## config.mk

```make
export PLATFORM = sky130hd
export DESIGN_NAME = shift_seq_ctrl
export DESIGN_NICKNAME = d
export VERILOG_FILES = /design/src/rtl/shift_seq_ctrl_pkg.sv /design/src/rtl/shift_seq_ctrl_core.sv /design/src/rtl/shift_seq_ctrl.sv
export SDC_FILE = /design/constraint.sdc
export NUM_CORES = 1
export LEC_CHECK = 0
export BUFFER_PORTS_ARGS = -buffer_cell sky130_fd_sc_hd__buf_2
export CORE_ASPECT_RATIO = 0.9
export CORE_MARGIN = 1.5
export CORE_UTILIZATION = 48
export CTS_CLUSTER_DIAMETER = 80
export DETAILED_ROUTE_END_ITERATION = 10
export MAX_ROUTING_LAYER = met4
export PLACE_DENSITY_LB_ADDON = 0.05
export SYNTH_ARGS = -nofsm -noshare
export SYNTH_HDL_FRONTEND = slang
export SYNTH_SLANG_ARGS = --single-unit
```

## constraint.sdc

```tcl
create_clock -name clk -period 1.4 [get_ports clk]
set_input_delay 0.28 -clock clk [delete_from_list [all_inputs] [get_ports clk]]
set_output_delay 0.28 -clock clk [all_outputs]
set_load 0.02 [all_outputs]
```

## src/rtl/shift_seq_ctrl_pkg.sv

```systemverilog
// Shared types for the shift sequencer: FSM states, shift direction and
// datapath op codes.
package shift_seq_ctrl_pkg;

  typedef enum logic [1:0] {
    StIdle  = 2'd0,
    StShift = 2'd1,
    StFin   = 2'd2
  } state_e;

  localparam logic DirLeft  = 1'b1;
  localparam logic DirRight = 1'b0;

  typedef enum logic [2:0] {
    OpHold = 3'd0,
    OpLoad = 3'd1,
    OpShl  = 3'd2,
    OpShr  = 3'd3,
    OpClr  = 3'd4
  } op_e;

endpackage

```

## src/rtl/shift_seq_ctrl_core.sv

```systemverilog
// Bidirectional shift register datapath: hold/load/shift-left/shift-right/clear
// selected by the controller, with an externally chosen fill bit.
module shift_seq_ctrl_core
  import shift_seq_ctrl_pkg::*;
#(
  parameter int unsigned WIDTH = 4
) (
  input  logic             clk,
  input  op_e              op,
  input  logic [WIDTH-1:0] load_val,
  input  logic             fill,
  output logic [WIDTH-1:0] q
);

  logic [WIDTH-1:0] q_q;

  always_ff @(posedge clk) begin
    case (op)
      OpLoad:  q_q <= load_val;
      OpShl:   q_q <= {q_q[WIDTH-2:0], fill};
      OpShr:   q_q <= {fill, q_q[WIDTH-1:1]};
      OpClr:   q_q <= '0;
      default: q_q <= q_q;
    endcase
  end

  assign q = q_q;

endmodule

```

## src/rtl/shift_seq_ctrl.sv

```systemverilog
// Command sequencer: loads a word, performs cnt single-bit shifts in the latched
// direction (rotate or serial fill), then pulses done for one cycle.
module shift_seq_ctrl
  import shift_seq_ctrl_pkg::*;
#(
  parameter int unsigned WIDTH = 4,
  parameter int unsigned CNTW  = 3
) (
  input  logic             clk,
  input  logic             rst,
  input  logic             start,
  output logic             rdy,
  input  logic             dir,
  input  logic [CNTW-1:0]  cnt,
  input  logic             rot,
  input  logic [WIDTH-1:0] inp,
  input  logic             sin,
  input  logic             abort,
  input  logic             clr,
  output logic             busy,
  output logic             done,
  output logic [WIDTH-1:0] dout,
  output logic             sout
);

  state_e          state_q;
  logic            dir_q;
  logic            rot_q;
  logic [CNTW-1:0] rem_q;
  op_e             op;
  logic            fill;

  always_ff @(posedge clk) begin
    if (rst) begin
      state_q <= StIdle;
      dir_q   <= DirRight;
      rot_q   <= 1'b0;
      rem_q   <= '0;
    end else begin
      case (state_q)
        StIdle: begin
          if (start) begin
            dir_q   <= dir;
            rot_q   <= rot;
            rem_q   <= cnt;
            state_q <= (cnt != '0) ? StShift : StFin;
          end
        end
        StShift: begin
          // rem_q is always >= 1 here, so the decrement cannot wrap.
          if (abort) begin
            state_q <= StIdle;
          end else begin
            rem_q <= rem_q - CNTW'(1);
            if (rem_q == CNTW'(1)) state_q <= StFin;
          end
        end
        StFin:   state_q <= StIdle;
        default: state_q <= StIdle;
      endcase
    end
  end

  always_comb begin
    op = OpHold;
    if (rst) begin
      op = OpClr;
    end else begin
      case (state_q)
        StIdle: begin
          if (start)    op = OpLoad;
          else if (clr) op = OpClr;
        end
        StShift: begin
          if (!abort) op = (dir_q == DirLeft) ? OpShl : OpShr;
        end
        default: op = OpHold;
      endcase
    end
  end

  assign sout = (dir_q == DirLeft) ? dout[WIDTH-1] : dout[0];
  assign fill = rot_q ? sout : sin;

  assign rdy  = (state_q == StIdle) && !rst;
  assign busy = (state_q == StShift) && !rst;
  assign done = (state_q == StFin) && !rst;

  shift_seq_ctrl_core #(
    .WIDTH(WIDTH)
  ) u_core (
    .clk      (clk),
    .op       (op),
    .load_val (inp),
    .fill     (fill),
    .q        (dout)
  );

endmodule

```

Word level (Yosys, flattened, before mapping) --
Index checks and enable logic that the tools add are counted.
Storage, ports and cells: bits in registers 11, bits of input ports 15, output and inout bits 8, logic and storage cells 44
Operators by class: $add $sub $neg 1, equality and inequality tests 10, multiplexer cells 17, reduce and logical (&&, ||, !) cells 11
Operators with widths (count):
- $pmux 4 s4 | 1
- $mux 3 | 5
- $pmux 3 s2 | 2
- $mux 2 | 5
- $eq 3x1->1 const B | 2
- $eq 3x2->1 const B | 2
- $ne 2x2->1 const B | 2
- $pmux 2 s2 | 1
- $reduce_and 2->1 | 2
- $reduce_bool 4->1 | 1
- $eq 3x3->1 const B | 1
- $logic_and 1x1->1 | 3
- $mux 1 | 3
- $ne 3x3->1 const B | 1
- $reduce_and 3->1 | 1
- $reduce_bool 3->1 | 1
- $sub 3x1->3 const B | 1
- $eq 2x1->1 const B | 1
- $eq 2x2->1 const B | 1
- $logic_not 2->1 | 1
- $reduce_bool 2->1 | 1
- $logic_not 1->1 | 1

Longest topological paths before layout --
Gate-level depths: netlist of the first run.
depth after elaboration 6, depth in mapped cells 5, mapped depth without buffers 5

Hierarchy --
A second synthesis of the first run with hierarchy kept.
Second synthesis, totals: cell total of the unflattened synthesis 86, area total of the unflattened synthesis 758.2 µm²
Modules (own cells, without submodules):
- shift_seq_ctrl | times used 1, cells each 61, area each 478.0 µm², seq. area each 140.1 µm²
- shift_seq_ctrl_core | times used 1, cells each 25, area each 280.3 µm², seq. area each 120.1 µm²

Least setup slack after synthesis of the first run --
Ideal clock, no wire load.
kind reg2out, start register state_q[1], end output rdy, data arrival time 1001 ps, required time 1120 ps, path slack 119 ps, stages on the path, launching flop included 3, buffers on the path 1, cell sequence dfxtp_1 buf_6 nor3_1
Between the ends: cells in the longest elaborated chain, start to end 2
RTL lines:
- start: declaration | line shift_seq_ctrl.sv:26 | state_e state_q;
- start signal: assignment | line shift_seq_ctrl.sv:35 | state_q <= StIdle;
- start signal: assignment | line shift_seq_ctrl.sv:46 | state_q <= (cnt != '0) ? StShift : StFin;
- start signal: assignment | line shift_seq_ctrl.sv:52 | state_q <= StIdle;
- $logic_not 2->1 | line shift_seq_ctrl.sv:85 | assign rdy = (state_q == StIdle) && !rst;
- $logic_and 1x1->1 | line shift_seq_ctrl.sv:85
- end: declaration | line shift_seq_ctrl.sv:12 | output logic rdy,
Every way passes these cells.

Final worst setup path of the first run --
start register state_q[1], end output busy
Between the ends: cells in the longest elaborated chain, start to end 2
RTL lines:
- $eq 2x1->1 | line shift_seq_ctrl.sv:86 | assign busy = (state_q == StShift) && !rst;
- $logic_and 1x1->1 | line shift_seq_ctrl.sv:86
- end: declaration | line shift_seq_ctrl.sv:20 | output logic busy,
Every way passes these cells.

==> results of run 1 <==
==> routing by layer <==
metal  up-vias  part of all wire (%)  global-route usage, %
met5         -                     0                      -
met4         0                   1.4                  8.333
li1        366                     -                      -
met1       339                    48                  31.67
met3         6                   4.6                  5.530
met2        18                    46                  34.93
==> cells in the final DEF (no fill, tap or decap), types with 4 or more instances in the layout <==
cell type | netlist | routed
edfxtp_1 | 4 | 4
mux2i_1 | 4 | 4
buf_4 | 1 | 16
inv_1 | 6 | 6
o21ai_0 | 5 | 5
dfxtp_1 | 7 | 5
buf_2 | 1 | 18
a21oi_1 | 5 | 5
nand2_1 | 5 | 5
==> critical path: cells and delay by family (launching register included) <==
family / cells / cell delay (ns)
buf+inv: 2 / 0.25
simple gates: 2 / 0.24
flops: 1 / 0.33
==> metrics by stage <==
stage / instances / util, % / setup slack (ns) / TNS, ns / hold WS, ns
5_1_grt: 130 / 72.41 / -0.01421 / -0.02713 / 0.2702
3_3_place_gp: 116 / 60.65 / 0.09305 / 0 / 0.4923
4_1_cts: 123 / 66.67 / 0.001642 / 0 / 0.2540
3_5_place_dp: 116 / 60.65 / 0.07891 / 0 / 0.5146
6_report: 130 / 72.41 / 0.02300 / 0 / 0.2481
2_1_floorplan: 77 / - / 0.1191 / 0 / 0.4160
==> final cells by class <==
| class | instances | area (sq um) |
|---|---|---|
| inverters | 7 | 26.28 |
| clock buffers | 4 | 26.28 |
| repair buffers | 38 | 262.8 |
| flip-flops and latches | 11 | 265.3 |
| multi-input cells | 55 | 425.4 |
| fillers | 109 | 390.4 |
| well taps | 15 | 18.77 |
==> registers in the layout, summed over array words and instances (netlist names) <==
signal    flops
u_core.q      4
rem_q         3
state_q       2
dir_q         1
rot_q         1
==> logic make-up (layout without fill, tap and decap cells) <==
kind of cell               count (synthesis)  after routing  share of synthesized area (%)
AOI/OAI and AO/OA                         24             24                          22.96
and+or+nand+nor                           24             24                          21.74
DFF                                       11             11                          36.17
buffers and inverters                     11             49                          8.521
muxes                                      5              5                          7.131
adders and majority gates                  2              2                          3.478
==> power by group <==
part	internal [mW]	total (mW)	switching (mW)
logic	0.143	0.293	0.149
registers	0.365	0.389	0.0239
clock network	0.110	0.220	0.109
==> repair_timing <==
action	4_1_cts	5_1_grt
gates resized for setup	10	9
pin swaps	1	1
hold buffers	0	0
gates cloned	0	0
buffers inserted	3	7
endpoints found under the setup margin	4	8
==> worst max-delay path by stage <==
stage / slack, ns / cells after the start / end
6_report: 0.02 / 4 / busy
5_1_grt: -0.01 / 4 / done
4_1_cts: 0.002 / 4 / busy
3_5_place_dp: 0.08 / 3 / u_core.q[2]$_DFFE_PP_
3_3_place_gp: 0.09 / 4 / u_core.q[2]$_DFFE_PP_
2_1_floorplan: 0.12 / 2 / rdy
==> results.json, run 1 <==
{
  "r2r_cells": 4,
  "hold_depth": 3,
  "rsz0062_at_grt": "yes",
  "fin_crit_ns": 1.377,
  "final_cell_area_sq_um": 1025,
  "synth_edf_count": 4,
  "slew_headroom_pct": 76.37,
  "setup_viol_count_final": 0,
  "synth-async-reset-ratio_pct": 0,
  "synth_top_area_share_pct": 19.48,
  "power.density_nw_per_um2": 879.8,
  "fmax_mhz": 726.2,
  "cp.arrival_ns": 1.10,
  "yosysSeqAreaShare_pct": 36.17,
  "clock_skew_ns": 0.004646,
  "syn_inst": 77,
  "drt-vias-per-instance": 5.608,
  "num_antenna_cells": 0,
  "synth_ff_type": "dfxtp_1",
  "status": "completed",
  "cp_slowest_cell": "dfxtp_2",
  "r2r_slack_ns": 0.06,
  "ys_ff_latch": 11,
  "peakVddDrop_mv": 0.5895,
  "core_sq_um": 1415,
  "worst_pin_slew_ns": 0.3525,
  "netlist_top_cells_area": "dfxtp_1 (19%), edfxtp_1 (17%), mux2i_1 (5.6%)",
  "place_area_sq_um": 858.3,
  "fin_nets": 133,
  "drc": 0,
  "drv_slew": 0,
  "io_pins": 23,
  "finalPower_mw": 0.9015,
  "grt-ovfl-total": 0,
  "p_leak_nw": 0.4575,
  "worstHoldPathType": "in -> reg",
  "path_cells": "buf_8 -> nand2b_4 -> nor2_4 -> buf_6",
  "rr_startpoint": "state_q[1]$_SDFFE_PP0P_",
  "rows": 13,
  "htree_num_levels": 1,
  "grt_pass1_vias": 633,
  "wl_per_cell_microns": 14.13,
  "drtAntennaViolNets": 0,
  "fin_crit_sh_pct": 98.36,
  "die-area_sq_um": 1740,
  "hold_viol": 0,
  "cts_root_buffer": "clkbuf_4",
  "synthesis.area_sq_um": 719.4,
  "end_kind": "output pin",
  "io_buffer_count": 22,
  "crit_fanout": 10,
  "antenna_found_initial": 0,
  "synth_most_common_cell": "dfxtp_1",
  "reg2reg_to": "u_core.q[0]$_DFFE_PP_",
  "drv_cap": 0,
  "hp-start": "rot",
  "synth_warnings": 0,
  "initial_core_util_pct": 50.84,
  "crit_type": "reg -> out",
  "cp-start-kind": "flop",
  "fp.dieH_microns": 39.73,
  "grt_max_degree": 15,
  "clk_latency_ns": 0.27,
  "vias": 729,
  "cts_sinks": 11,
  "min_to": "rot_q$_SDFFE_PP0N_",
  "worst_ep_required_time_ns": 1.12,
  "synth.distinct_cells": 32,
  "syn-num-nets": 94,
  "track_usage_pct": 23.65,
  "grt_pass1_wl_microns": 2794,
  "clk_pin_slew_ns": 0.07,
  "synth_common_cells": "dfxtp_1 (7), inv_1 (6), a21oi_1 (5), nand2_1 (5), o21ai_0 (5)",
  "hpwl_microns": 1320,
  "crit_start": "state_q[1]$_SDFFE_PP0P_",
  "yosys.area.top_type": "dfxtp_1",
  "first_pass_iters": 4,
  "drive_above_1_share_pct": 46.09,
  "drt_iter0_markers": 33,
  "syn_avg_cell_area_sq_um": 9.343,
  "wl_microns": 1837,
  "cts_made_buffers": 3,
  "clockBufferDepth": 2,
  "cts_tree": "yes",
  "fp.dieW_microns": 43.81,
  "area_growth_pct": 42.43,
  "cp_slowest_stage_delay_ns": 0.33,
  "gp_congestion": 0.8212
}
(Power assumes the default switching activity.)
==> run 2: changes to the inputs <==
Settings changed: ABC_AREA from default to 1, CORE_UTILIZATION 48 to 47.
==> run 2 against run 1 <==
Area after synthesis fell by 5.0%. Non-clock buffer count fell by 13. Utilization fell by 4.4 points. Critical endpoint is now sout. Clock power barely moved. Sequential cell count did not move. Setup slack improved by 0.010 ns. Maximum frequency rose by 0.76%. Sequential power rose by 4%. Clock skew fell by 0.0038 ns. Sequential share of layout area rose by 4.0 points. First-iteration DRC count fell by 67%. Design area fell by 14%.
==> results.json, run 2 <==
{
  "worst_ep_required_time_ns": 1.12,
  "worst_pin_slew_ns": 0.2780,
  "cts_root_buffer": "clkbuf_4",
  "setup_viol_count_final": 0,
  "place_area_sq_um": 820.8,
  "num_antenna_cells": 0,
  "wl_microns": 1568,
  "r2r_slack_ns": 0.12,
  "grt_pass1_wl_microns": 2628,
  "hpwl_microns": 1272,
  "die-area_sq_um": 1692,
  "slew_headroom_pct": 81.39,
  "rows": 12,
  "syn_avg_cell_area_sq_um": 7.043,
  "first_pass_iters": 4,
  "fin_nets": 143,
  "power.density_nw_per_um2": 1025,
  "synth_warnings": 0,
  "rsz0062_at_grt": "yes",
  "core_sq_um": 1291,
  "cts_sinks": 11,
  "gp_congestion": 0.7954,
  "vias": 710,
  "cts_tree": "yes",
  "track_usage_pct": 22.08,
  "fp.dieW_microns": 43.19,
  "drt-vias-per-instance": 5.108,
  "synth-async-reset-ratio_pct": 0,
  "area_growth_pct": 28.57,
  "p_leak_nw": 0.4412,
  "synth_top_area_share_pct": 20.51,
  "hold_viol": 0,
  "yosys.area.top_type": "dfxtp_1",
  "initial_core_util_pct": 52.91,
  "synth_edf_count": 4,
  "synth_common_cells": "nand2_1 (21), inv_1 (12), nand3_1 (11)",
  "drv_cap": 0,
  "clk_pin_slew_ns": 0.08,
  "min_to": "state_q[1]$_SDFFE_PP0P_",
  "grt_max_degree": 11,
  "synth_most_common_cell": "nand2_1",
  "multiInputGateArea_sq_um": 377.9,
  "fmax_mhz": 731.8,
  "drv_slew": 0,
  "ys_ff_latch": 11,
  "syn-num-nets": 114,
  "n_fill_cell": 125,
  "crit_type": "reg -> out",
  "synthesis.area_sq_um": 683.2,
  "hold_depth": 2,
  "io_buffer_count": 22,
  "yosysSeqAreaShare_pct": 38.10,
  "clk_latency_ns": 0.26,
  "synth_ff_type": "dfxtp_1",
  "wl_per_cell_microns": 11.28,
  "crit_fanout": 3,
  "drt_iter0_markers": 11,
  "syn_inst": 97,
  "r2r_cells": 5,
  "drtAntennaViolNets": 0,
  "fin_crit_ns": 1.367,
  "synth.distinct_cells": 21,
  "rr_startpoint": "state_q[0]$_SDFFE_PP0P_",
  "io_pins": 23,
  "end_kind": "output pin",
  "drc": 0,
  "netlist_top_cells_area": "dfxtp_1 (21%), edfxtp_1 (18%), nand2_1 (12%)",
  "tns_ns": 0,
  "cp-start-kind": "flop",
  "hp-start": "rst",
  "final_cell_area_sq_um": 878.3,
  "cts_made_buffers": 3,
  "fp.dieH_microns": 39.17,
  "grt_pass1_vias": 639,
  "status": "completed",
  "final_common_cell": "nand2_1",
  "layout_common_cells": "nand2_1 (21), buf_2 (20), inv_1 (11), nand3_1 (11), nor2_1 (9)",
  "hold_ws_ns": 0.2252,
  "fin_crit_sh_pct": 97.61,
  "cp.arrival_ns": 1.09,
  "drive_above_1_share_pct": 32.00,
  "largest_reg_flops": 4,
  "grt-ovfl-total": 0,
  "antenna_found_initial": 0,
  "peakVddDrop_mv": 0.8098,
  "clockBufferDepth": 2,
  "htree_num_levels": 1,
  "regArea_sq_um": 262.8,
  "reg2reg_to": "u_core.q[1]$_DFFE_PP_",
  "clock_skew_ns": 0.0008009,
  "worstHoldPathType": "in -> reg"
}
-- run 2: changes by cell type in the layout (fill, tap and decap cells not counted), sizes merged, moves of 4 or more --
| cell | delta |
|---|---|
| mux2i | -4 |
| inv | +6 |
| nand2 | +19 |
| nand2b | -4 |
| buf | -13 |
| nor2 | +8 |
| nand3 | +11 |
| nand4 | +4 |
-- run 2: layout make-up --
type                    count  share of cell area, %
inverters                  14                  5.983
clock buffers               4                  2.991
repair buffers             25                  16.10
flip-flops and latches     11                  29.91
well taps                  14                  1.994
multi-input cells          71                  43.02
-- run 2: metal layers --
layer	wire length [microns]	global-route usage (%)
met2	693	36.94
met4	14	6.818
met3	69	4.206
met1	791	27.32
met5	0	-
-- run 2: how the worst max path moves through the flow --
| stage | from | end | slack (ns) | cells after the start |
|---|---|---|---|---|
| after floorplan | state_q[0]$_SDFFE_PP0P_ | u_core.q[0]$_DFFE_PP_ | 0.17 | 5 |
| after global placement | state_q[0]$_SDFFE_PP0P_ | u_core.q[0]$_DFFE_PP_ | 0.08 | 5 |
| after detailed placement | state_q[0]$_SDFFE_PP0P_ | u_core.q[3]$_DFFE_PP_ | 0.02 | 5 |
| after CTS | state_q[1]$_SDFFE_PP0P_ | busy | 0.001 | 4 |
| after global routing | u_core.q[3]$_DFFE_PP_ | sout | -0.02 | 4 |
| final | u_core.q[3]$_DFFE_PP_ | sout | 0.03 | 4 |
-- run 2: what timing repair did --
| item | 4_1_cts | 5_1_grt |
|---|---|---|
| endpoints found under the setup margin | 2 | 3 |
| hold buffers | 0 | 0 |
| setup buffers | 0 | 1 |
| pin swaps | 0 | 3 |
| gates resized for setup | 3 | 6 |
-- run 2: kinds of logic after synthesis --
logic type	synth area share (%)
DFF	38.10
xor gates and xnor gates	1.282
adders and majority gates	3.662
AOI/OAI and AO/OA	9.158
and+or+nand+nor	39.38
buffers and inverters	8.423
-- run 2: through the flow --
| step | worst slack [ns] | cells | total power [mW] | utilization, % |
|---|---|---|---|---|
| after global routing | -0.01631 | 139 | 0.9565 | 68.02 |
| final | 0.03344 | 139 | 0.9000 | 68.02 |
| after detailed placement | 0.01503 | 134 | 0.6605 | 63.57 |
| after floorplan | 0.1654 | 97 | 0.5747 | - |
| after CTS | 0.001044 | 138 | 0.8826 | 66.18 |
| after global placement | 0.08267 | 134 | 0.6541 | 63.57 |
-- run 2: where the power goes --
group	internal, mW	switching (mW)
clock	0.110	0.111
sequential	0.373	0.0332
combinational	0.113	0.161
-- run 2: worst max-delay path, stage by stage, from the launching register on --
cell	delay, ns
edfxtp_1	0.43
inv_1	0.08
nand2_1	0.06
and2_4	0.14
buf_6	0.12
==> run 3: changes to the inputs <==
Settings changed: PLACE_DENSITY_LB_ADDON 0.05 to 0.15.
==> run 3 against run 2 <==
Power shrank 0.50%. Global-route usage is 0.59 points higher. Die area is the same. Setup slack worse by 0.0030 ns. Hold slack better by 0.067 ns. Largest power group unchanged. Wire length down 4.5%. Critical endpoint unchanged.
==> results.json, run 3 (synthesis gave the netlist of run 2 again) <==
{
  "clk_pin_slew_ns": 0.08,
  "status": "completed",
  "track_usage_pct": 22.67,
  "fp.dieH_microns": 39.17,
  "postCtsHoldBufs": 0,
  "setup_viol_count_final": 0,
  "num_antenna_cells": 0,
  "multiInputGateArea_sq_um": 377.9,
  "die-area_sq_um": 1692,
  "rsz0062_at_grt": "yes",
  "gp_congestion": 0.8866,
  "core_sq_um": 1291,
  "htree_num_levels": 1,
  "final_cell_area_sq_um": 893.4,
  "grt_pass1_vias": 637,
  "finalPower_mw": 0.8956,
  "peakVddDrop_mv": 0.6330,
  "fin_nets": 144,
  "cts_made_buffers": 3,
  "dp_slack_ns": 0.03539,
  "clk_latency_ns": 0.28,
  "power.density_nw_per_um2": 1002,
  "initial_core_util_pct": 52.91,
  "grt_use_met2_pct": 34.70,
  "first_pass_iters": 4,
  "largest_reg_flops": 4,
  "drtAntennaViolNets": 0,
  "area_growth_pct": 30.77,
  "place_area_sq_um": 820.8,
  "cp-start-kind": "flop",
  "met3_usage_pct": 8.411,
  "regArea_sq_um": 267.8,
  "cts_sinks": 11,
  "rows": 12,
  "antenna_found_initial": 0,
  "grt.busiest_layer": "met2",
  "final_common_cell": "nand2_1",
  "io_buffer_count": 22,
  "drt-vias-per-instance": 5.164,
  "drt_iter0_markers": 22,
  "p_leak_nw": 0.4445,
  "slew_headroom_pct": 80.80,
  "drv_cap": 0,
  "setup_ws_ns": 0.03048,
  "fin_crit_ns": 1.370,
  "cts_root_buffer": "clkbuf_4",
  "drive_above_1_share_pct": 32.54,
  "grt_use_met1_pct": 27.27,
  "worstHoldPathType": "in -> reg",
  "grt_pass1_wl_microns": 2601,
  "hpwl_microns": 1211,
  "vias": 723,
  "n_fill_cell": 120,
  "drv_slew": 0,
  "cts_tree": "yes",
  "grt-ovfl-total": 0,
  "worst_ep_required_time_ns": 1.12,
  "grt_max_degree": 11,
  "io_pins": 23,
  "clock_skew_ns": 0.01271,
  "wl_microns": 1497,
  "fp.dieW_microns": 43.19,
  "r2r_slack_ns": 0.12,
  "layout_common_cells": "nand2_1 (21), buf_2 (19), inv_1 (11), nand3_1 (11)",
  "drc": 0,
  "cp.arrival_ns": 1.09,
  "crit_type": "reg -> out",
  "end_kind": "output pin",
  "dp.cells": 134,
  "hold_viol": 0,
  "fin_crit_sh_pct": 97.82,
  "crit_fanout": 2,
  "instances_no_fill": 140,
  "clockBufferDepth": 2,
  "worst_pin_slew_ns": 0.2867,
  "fmax_mhz": 730.2,
  "wl_per_cell_microns": 10.69
}
## run 3: where the power goes
part           internal (mW)  switching (mW)  total (mW)
registers              0.371          0.0311       0.402
logic                  0.114           0.159       0.273
clock network          0.110           0.110       0.220
total                  0.596           0.300       0.896
## run 3: critical path: stages (launching register included)
cell      delay (ns)
edfxtp_1        0.41
inv_1           0.07
nand2_1         0.05
and2_1          0.16
buf_6           0.13
## run 3: repair_timing
item | CTS | global route
pin swaps | 0 | 1
buffers inserted | 1 | 1
resized for setup | 3 | 9
endpoints found under the setup margin | 3 | 4
## run 3: layout make-up
cell class	count	area share (%)
inverter	14	5.882
tap	14	1.961
timing repair buffer	26	16.95
multi-input combinational	71	42.30
sequential	11	29.97
clock buffer	4	2.941
## run 3: path summary, 6_finish.rpt
check | endpoint | cells after the start | from
worst max-delay path | sout | 4 | u_core.q[3]$_DFFE_PP_
worst min-delay path | rot_q$_SDFFE_PP0N_ | 3 | rot
worst max register to register | u_core.q[0]$_DFFE_PP_ | 5 | state_q[1]$_SDFFE_PP0P_
worst min register to register | rot_q$_SDFFE_PP0N_ | 2 | rot_q$_SDFFE_PP0N_
## run 3: stage by stage
step / setup TNS, ns / util [%] / hold WS, ns
floorplan: 0 / - / 0.4452
global placement: 0 / 63.57 / 0.4743
detailed placement: 0 / 63.57 / 0.4749
CTS: 0 / 66.76 / 0.2927
global route: -0.04534 / 69.19 / 0.3113
finish: 0 / 69.19 / 0.2926
## run 3: metal layers
layer  vias up  part of all wire (%)  wire, microns
met5         -                     0              0
met2        25                    44            663
met4         0                  0.73             11
li1        382                     -              -
met3         2                   8.4            125
met1       314                    46            696
